## config.mk

```make
export PLATFORM = sky130hd
export DESIGN_NAME = instr_prefetch
export DESIGN_NICKNAME = d
export VERILOG_FILES = /design/src/rtl/instr_prefetch_pkg.sv /design/src/rtl/fifo_sync.sv /design/src/rtl/instr_prefetch.sv
export SDC_FILE = /design/constraint.sdc
export NUM_CORES = 1
export LEC_CHECK = 0
export ABC_CLOCK_PERIOD_IN_PS = 4500
export CAP_MARGIN = 25
export CORE_ASPECT_RATIO = 0.5
export CORE_UTILIZATION = 45
export DETAILED_ROUTE_END_ITERATION = 16
export PLACE_DENSITY = 0.78
export RECOVER_POWER = 100
export SLEW_MARGIN = 20
export SYNTH_ARGS = -nofsm -noshare
export SYNTH_HDL_FRONTEND = slang
export SYNTH_SLANG_ARGS = --single-unit
```

## constraint.sdc

```tcl
create_clock -name clk -period 4.5 [get_ports clk]
set_clock_uncertainty 0.1 [all_clocks]
set_input_delay 1.125 -clock clk [delete_from_list [all_inputs] [get_ports clk]]
set_output_delay 1.125 -clock clk [all_outputs]
set_load 0.02 [all_outputs]
```

## src/rtl/instr_prefetch_pkg.sv

```systemverilog
// Shared fetch-path types: register/instruction words, fetch bundle, memory request.
// Decode reuses fetch_entry_t to receive {pc, raw} pairs.
package instr_prefetch_pkg;

  typedef logic [31:0] gpreg;
  typedef logic [31:0] instr;

  typedef struct packed {
    gpreg pc;
    instr raw;
  } fetch_entry_t;

  typedef struct packed {
    gpreg        a;
    logic        we;
    logic [3:0]  be;
    logic [31:0] d;
  } mem_req_t;

endpackage

```

## src/rtl/fifo_sync.sv

```systemverilog
// Small synchronous FIFO with clear; used for the address queue and response buffer.
// Pointers wrap modulo DEPTH, so non-power-of-two depths are fine.
module fifo_sync #(
  parameter type T = logic [31:0],
  parameter int DEPTH = 2,
  localparam int CW = $clog2(DEPTH + 1)
) (
  input  logic          clk,
  input  logic          rst,
  input  logic          clear,
  input  logic          push,
  input  T              din,
  input  logic          pop,
  output T              head,
  output logic [CW-1:0] count
);

  localparam int PW = (DEPTH > 1) ? $clog2(DEPTH) : 1;
  localparam logic [PW-1:0] LAST = PW'(DEPTH - 1);

  T slot [DEPTH];

  logic [PW-1:0] rd_ptr;
  logic [PW-1:0] wr_ptr;
  logic          do_push;
  logic          do_pop;

  function automatic logic [PW-1:0] inc(input logic [PW-1:0] p);
    return (p == LAST) ? '0 : p + 1'b1;
  endfunction

  assign do_pop  = pop && (count != '0);
  assign do_push = push && ((count != CW'(DEPTH)) || do_pop);
  assign head    = slot[rd_ptr];

  always_ff @(posedge clk or posedge rst) begin
    if (rst) begin
      rd_ptr <= '0;
      wr_ptr <= '0;
      count  <= '0;
    end else if (clear) begin
      rd_ptr <= '0;
      wr_ptr <= '0;
      count  <= '0;
    end else begin
      if (do_push) wr_ptr <= inc(wr_ptr);
      if (do_pop)  rd_ptr <= inc(rd_ptr);
      count <= count + CW'(do_push) - CW'(do_pop);
    end
  end

  // Payload needs no reset; count gates every read.
  always_ff @(posedge clk) begin
    if (do_push && !clear) slot[wr_ptr] <= din;
  end

endmodule

```

## src/rtl/instr_prefetch.sv

```systemverilog
// Pipelined fetch stage: credit-limited memory reads, in-order response buffer,
// bypass to decode, and flush that drops responses of killed requests.
module instr_prefetch
  import instr_prefetch_pkg::*;
#(
  parameter int MAX_INFLIGHT = 2,
  parameter int BUF_DEPTH    = 2
) (
  input  logic         clk,
  input  logic         rst,
  input  logic         pc_valid,
  output logic         pc_ready,
  input  gpreg         pc_data,
  output logic         fetched_valid,
  input  logic         fetched_ready,
  output fetch_entry_t fetched_data,
  input  logic         flush,
  output logic         mem_req_valid,
  input  logic         mem_req_ready,
  output mem_req_t     mem_req_data,
  input  logic         mem_resp_valid,
  output logic         mem_resp_ready,
  input  instr         mem_resp_data
);

  localparam int AW = $clog2(MAX_INFLIGHT + 1);
  localparam int BW = $clog2(BUF_DEPTH + 1);
  localparam int SW = BW + 1;

  logic [AW-1:0] live;
  logic [AW-1:0] drop;
  logic [AW-1:0] drop_nxt;
  logic [BW-1:0] cnt;
  logic [SW-1:0] inflight;
  logic [SW-1:0] occupied;

  logic          can_issue;
  logic          issue;
  logic          resp_fire;
  logic          resp_drop;
  logic          resp_live;
  logic          bypass;
  logic          sel_buf;
  logic          sel_byp;
  logic          buf_push;
  logic          buf_pop;

  gpreg          addr_head;
  fetch_entry_t  buf_head;
  fetch_entry_t  resp_entry;

  assign inflight = SW'(live) + SW'(drop);
  assign occupied = SW'(live) + SW'(cnt);

  assign can_issue = !rst && !flush
                  && (inflight < SW'(MAX_INFLIGHT))
                  && (occupied < SW'(BUF_DEPTH));

  assign mem_req_valid = pc_valid && can_issue;
  assign pc_ready      = mem_req_ready && can_issue;
  assign issue         = pc_valid && pc_ready;

  assign mem_req_data = '{a: pc_data, we: 1'b0, be: 4'hf, d: 32'h0};

  // Killed requests are answered first, so any drop credit claims the response.
  assign mem_resp_ready = 1'b1;
  assign resp_fire      = mem_resp_valid;
  assign resp_drop      = resp_fire && (drop != '0);
  assign resp_live      = resp_fire && !flush
                       && (drop == '0) && (live != '0);

  assign resp_entry = '{pc: addr_head, raw: mem_resp_data};

  assign bypass  = resp_live && (cnt == '0);
  assign sel_buf = !flush && (cnt != '0);
  assign sel_byp = !flush && bypass;

  always_comb begin
    fetched_valid = 1'b0;
    fetched_data  = buf_head;
    unique case (1'b1)
      sel_buf: fetched_valid = 1'b1;
      sel_byp: begin
        fetched_valid = 1'b1;
        fetched_data  = resp_entry;
      end
      default: ;
    endcase
  end

  assign buf_pop  = sel_buf && fetched_ready;
  assign buf_push = resp_live && !(bypass && fetched_ready);

  // Flush turns every live request into a drop credit.
  always_comb begin
    drop_nxt = drop;
    if (flush) begin
      drop_nxt = AW'(inflight - SW'(resp_fire && (inflight != '0)));
    end else if (resp_drop) begin
      drop_nxt = drop - 1'b1;
    end
  end

  always_ff @(posedge clk or posedge rst) begin
    if (rst) drop <= '0;
    else     drop <= drop_nxt;
  end

  fifo_sync #(
    .T     (gpreg),
    .DEPTH (MAX_INFLIGHT)
  ) u_addr_q (
    .clk   (clk),
    .rst   (rst),
    .clear (flush),
    .push  (issue),
    .din   (pc_data),
    .pop   (resp_live),
    .head  (addr_head),
    .count (live)
  );

  fifo_sync #(
    .T     (fetch_entry_t),
    .DEPTH (BUF_DEPTH)
  ) u_resp_buf (
    .clk   (clk),
    .rst   (rst),
    .clear (flush),
    .push  (buf_push),
    .din   (resp_entry),
    .pop   (buf_pop),
    .head  (buf_head),
    .count (cnt)
  );

endmodule

```

# Word-level counts from Yosys, hierarchy flattened

Memory sizes are Yosys's and may differ from the RTL's.
Cells that the tools add are included.

Register bits after elaboration: 10
Bits in writable memories: 192
Output and inout bits: 137
Logic and storage cells: 87
Memories: 2

Memories:

| name            | words | bits a word | read ports | clocked after Yosys merged registers in | write ports | RTL line        | RTL |
|---|---|---|---|---|---|---|---|
| u_resp_buf.slot | 2     | 64          | 1          | 0                                       | 1           | fifo_sync.sv:21 | `T slot [DEPTH];` |
| u_addr_q.slot   | 2     | 32          | 1          | 0                                       | 1           | fifo_sync.sv:21 |  |

Add/sub/neg operators: 12
Order comparisons: 2
Equal/unequal tests: 2
Multiplexer cells: 22
Reduce and logical (&&, ||, !) cells: 40

Operators with widths:

| cell                                                                          | number |
|---|---|
| 64-bit two-way mux                                                            | 1 |
| 1-bit logical AND                                                             | 23 |
| 1-bit two-way mux                                                             | 17 |
| 2-bit nonzero test                                                            | 8 |
| 2-bit two-way mux                                                             | 4 |
| 2-bit by 2-bit adder with 3-bit output                                        | 2 |
| 3-bit by 2-bit less-than comparator with 1-bit output (second input constant) | 2 |
| 2-bit by 1-bit subtractor with 2-bit output                                   | 3 |
| 1-bit adder (second input constant)                                           | 4 |
| 2-bit by 1-bit adder with 2-bit output                                        | 2 |
| 2-bit zero test                                                               | 2 |
| 2-bit inequality test (second input constant)                                 | 2 |
| 1-bit zero test                                                               | 3 |
| 3-bit nonzero test                                                            | 1 |
| 1-bit logical OR                                                              | 2 |
| 2-bit OR reduction                                                            | 1 |
| 2-bit by 1-bit subtractor with 2-bit output (second input constant)           | 1 |

# Longest topological paths before layout

Word-level depth: 12
Gate-level depth with buffers: 10
Mapped depth without buffers: 10

# Modules after synthesis

From an unflattened synthesis, not the netlist that was laid out.

Cell total of the unflattened synthesis: 524
Area total of the unflattened synthesis: 9357.7 µm²

Modules (own cells, without submodules):

| module                 | instances | cells each | area an instance (µm²) | sequential area each (µm²) |
|---|---|---|---|---|
| fifo_sync (u_resp_buf) | 1         | 221        | 4874.7                 | 3943.8 |
| fifo_sync (u_addr_q)   | 1         | 122        | 2544.9                 | 2021.9 |
| instr_prefetch         | 1         | 181        | 1938.1                 | 50.0 |

# Worst setup path before layout

OpenSTA, ideal clock, no wires.

Path kind: input-to-reg
Start point: input port fetched_ready
End point: memory u_resp_buf.slot[0][0] (netlist bit), enable pin
Data arrival time: 4.469 ns
Required time: 3.905 ns
Slack: -0.564 ns
Stages: 3
Buffers on the path: 0
Cells stage by stage: xor2_1 -> a211oi_2 -> nor2b_1

Word-level cells in the longest chain between the ends: 7

RTL lines:

| what                                                  | RTL line                                   | RTL |
|---|---|---|
| from (decl)                                           | instr_prefetch.sv:15                       | `input logic fetched_ready,` |
| 1-bit logical AND (on tied branches)                  | instr_prefetch.sv:92, instr_prefetch.sv:91 |  |
| 1-bit zero test or 1-bit logical AND (tied branches)  | instr_prefetch.sv:92, fifo_sync.sv:32      |  |
| 1-bit logical AND or 1-bit logical OR (tied branches) | instr_prefetch.sv:92, fifo_sync.sv:33      |  |
| 1-bit logical AND (*)                                 | fifo_sync.sv:33                            | `assign do_push = push && ((count != CW'(DEPTH)) \|\| do_pop);` |
| 1-bit logical AND (*)                                 | fifo_sync.sv:54                            | `if (do_push && !clear) slot[wr_ptr] <= din;` |
| 1-bit two-way mux (*)                                 | fifo_sync.sv:54                            |  |
| 1-bit two-way mux (not written as such) (*)           | fifo_sync.sv:54                            |  |
| to (decl)                                             | fifo_sync.sv:21                            |  |

Every way passes the cells marked *; elsewhere a longest branch is shown, timed or not.

# Worst setup path in the final report

Start point: input port flush
End point: output port pc_ready

Word-level cells in the longest chain between the ends: 5

RTL lines:

| what              | RTL line             | RTL |
|---|---|---|
| from (decl)       | instr_prefetch.sv:17 | `input logic flush,` |
| 1-bit zero test   | instr_prefetch.sv:55 | `assign can_issue = !rst && !flush` |
| 1-bit logical AND | instr_prefetch.sv:55 |  |
| 1-bit logical AND | instr_prefetch.sv:56 | `&& (inflight < SW'(MAX_INFLIGHT))` |
| 1-bit logical AND | instr_prefetch.sv:57 | `&& (occupied < SW'(BUF_DEPTH));` |
| 1-bit logical AND | instr_prefetch.sv:60 | `assign pc_ready = mem_req_ready && can_issue;` |
| to (decl)         | instr_prefetch.sv:12 | `output logic pc_ready,` |

Every way passes these cells.

==> impl_metrics.toml <==
[status]
outcome = "finished with violations"
violations = "max-capacitance violations, max-slew violations"

[floorplan]
die-area_um2 = 20100
die_w_um = 200
dieHeight_um = 101
io_pins = 208
start_util_pct = 46.9
rows = 35
core-area_um2 = 18700

[drt]
dr.pass1.iters = 5
drc_errors = 0
drtIter0Drc = 185
vias = 4813
ant_nets = 0
routed_wl_mm = 16.3
wl_per_cell_um = 16.1
viasPerCell = 4.77

[synth]
synth_seq_area_share_pct = 68.4
yosysTopAreaCell = "edfxtp_1"
syn-cell-area_um2 = 8790
async_reset_ff_share_pct = 4.95
synth-seq-cells = 202
synthMostInstantiatedCell = "edfxtp_1"
synth_commonest_cells = "edfxtp_1 (192), buf_4 (71), nand2_1 (66), mux2i_1 (65), o21ai_0 (63)"
ys_top_cells_by_area = "edfxtp_1 (66%), mux2i_1 (7.4%), buf_4 (6.1%)"
syn_avg_cell_area_um2 = 14.9
synth_edf_count = 192
synth_warnings = 0
synth_cell_type_count = 33
ys.flop_type = "edfxtp_1"
syn_inst = 591
yosys.area.top_type_share_pct = 65.6

[placement]
post_dp_cell_area_um2 = 10500
port_buffers = 169
dp.cells = 976
dp_hpwl_mm = 10.4
gp_congestion = 0.739

[global_routing]
grt_pass1_vias = 4799
grt_overflow = 0
grt_usage_pct = 16.0
grt_pass1_wl_mm = 24.8
antenna_found_initial = 0
grt_max_degree = 54

[cts]
cts_max_path_buffers = 3
htreeDepth = 1
cts_setup_buffers = 0
cts_tree = "yes"
clk_latency_ps = 480
cts.sink_count = 202
cts-root-buf = "clkbuf_16"
cts_buffers = 19
clk_pin_slew_ps = 60

[finish]
fin_nets = 818
utilization_pct = 58.4
fin_area_um2 = 10900
stdcell_count = 1010
syn2layout_area_growth_pct = 24.4
fillers = 1479
diodes = 0
drive_above_1_share_pct = 6.79

[timing]
setup-tns-final_ps = 0
setup_violations = 0
fmax_ghz = 0.226
grt_setup_unrepaired = "no"
tightest_slew_ps = 1660
fin_crit_sh_pct = 98.3
hold_violations = 0
fin_crit_ps = 4420
drv_slew = 31
slew_headroom_pct = -10.8

[setup_path]
path_buf_inv = 3
critical-path-top-delay-family = "buffers and inverters"
reg2reg_depth = 7
worstPathCellList = "clkdlybuf4s50_1 -> buf_4 -> nor4_1 -> and4_4 -> dlygate4sd3_1"
worstSetupPathType = "input pin to output port"
r2r_start = "drop[1]"
cp-end-kind = "output port"
required_ps = 3270
worstSetupStartpointType = "input pin"
crit_path_top_delay_cell = "dlygate4sd3_1"
cp_max_fo = 18
crit-reg2reg-capture = "u_resp_buf.slot[1][1]"
slowest_delay_ps = 670
arrival_ps = 3200
timing.reg2reg.setup_slack_ps = 930

[pwr]
total_power_w = 0.00389
ir_drop_uv = 216
power-per-cell-area_nw_per_um2 = 355
p_leak_nw = 3.61

[hold_path]
worstHoldPathCells = 1
hp-class = "register to register"
hold_end = "u_addr_q.wr_ptr"
hold_start = "u_addr_q.wr_ptr"

[flow_run]
max-cap-violations = 1
-- report_power, final --
part,internal (W),switching [W]
Sequential,0.00208,0.0000137
Clock,0.000802,0.000662
Combinational,0.000143,0.000185
-- area by class of cell --
type	count	area, µm²	area share (%)
Timing Repair Buffer	187	1840	16.8
Inverter	11	41.3	0.377
Clock buffer	25	508	4.64
Multi-Input combinational cell	317	2160	19.7
Clock inverter	9	52.6	0.480
Sequential cell	202	6020	55.0
Tap cell	259	324	2.96
-- placed cells by master, fill, tap and decap left out, drive strengths merged, types with 2 or more instances in the layout --
cell | synthesis | routed
a21oi | 3 | 3
and2 | 2 | 2
and4 | 2 | 2
buf | 90 | 14
clkbuf | 7 | 37
clkdlybuf4s50 | 0 | 47
clkinv | 0 | 7
conb | 2 | 38
dfrtp | 10 | 10
dlygate4sd3 | 0 | 114
edfxtp | 192 | 192
fa | 2 | 2
ha | 7 | 7
inv | 11 | 12
mux2 | 32 | 32
mux2i | 65 | 65
nand2 | 66 | 66
nand2b | 2 | 2
nor2 | 10 | 10
nor2b | 3 | 3
nor3b | 2 | 2
nor4 | 2 | 2
o21ai | 66 | 66
xnor2 | 5 | 5
xor2 | 4 | 4
-- state kept, by name (all words and copies together) (netlist names) --
name,flops
u_addr_q.count,2
u_addr_q.wr_ptr,1
u_resp_buf.slot,128
u_resp_buf.wr_ptr,1
u_resp_buf.rd_ptr,1
u_addr_q.rd_ptr,1
u_addr_q.slot,64
u_resp_buf.count,2
drop,2
-- cell families (layout without fill, tap and decap cells) --
| kind of cell | count (synthesis) | in the layout | share of synthesized area, % |
|---|---|---|---|
| other | 2 | 38 | 0.0854 |
| AOI/OAI and AO/OA | 73 | 73 | 4.62 |
| DFF | 202 | 202 | 68.4 |
| muxes | 97 | 97 | 11.5 |
| and+or+nand+nor | 91 | 91 | 4.78 |
| adders and majority gates | 9 | 9 | 1.45 |
| xor gates and xnor gates | 9 | 9 | 0.896 |
| buffers and inverters | 108 | 232 | 8.25 |
-- per-stage QoR --
step / hold WS (ps) / worst slack, ps
detailed placement: 400 / 68.4
global route: 423 / 1.67
floorplan: 356 / 662
global placement: 384 / 83.4
CTS: 409 / 46.6
finish: 403 / 76.0
-- worst reg2reg max path, stage by stage, from the launching register on --
cell and delay [ps]:
dfrtp_1 380, inv_1 90, ha_1 240, o211ai_4 110
clkbuf_1 170, a211oi_1 470, and2_1 1330, buf_12 350
-- layer usage --
metal / GRT usage [%] / vias up / share of wire [%]
li1: - / 2339 / -
met1: 20.0 / 2327 / 43
met2: 29.2 / 127 / 52
met3: 2.64 / 20 / 4.0
met4: 3.46 / 0 / 1.5
met5: 0 / - / 0
-- worst max path at each step --
stage          slack (ps)  cells past startpoint      startpoint               endpoint
6_report               80                      5           flush               pc_ready
5_1_grt                 2                      8  mem_resp_valid       fetched_data[30]
4_1_cts                50                      8  mem_resp_valid       fetched_data[33]
3_5_place_dp           70                      8  mem_resp_valid       fetched_data[35]
3_3_place_gp           80                      8  mem_resp_valid       fetched_data[35]
2_1_floorplan         660                      3   fetched_ready  u_resp_buf.slot[0][0]
-- what timing repair did --
| action | CTS | global route |
|---|---|---|
| hold endpoints to repair | 0 | 0 |
| endpoints found under the setup margin | 0 | 8 |
| resized for setup | 0 | 8 |
| hold buffers | 0 | 0 |
Power figures use the tool's default switching activity.
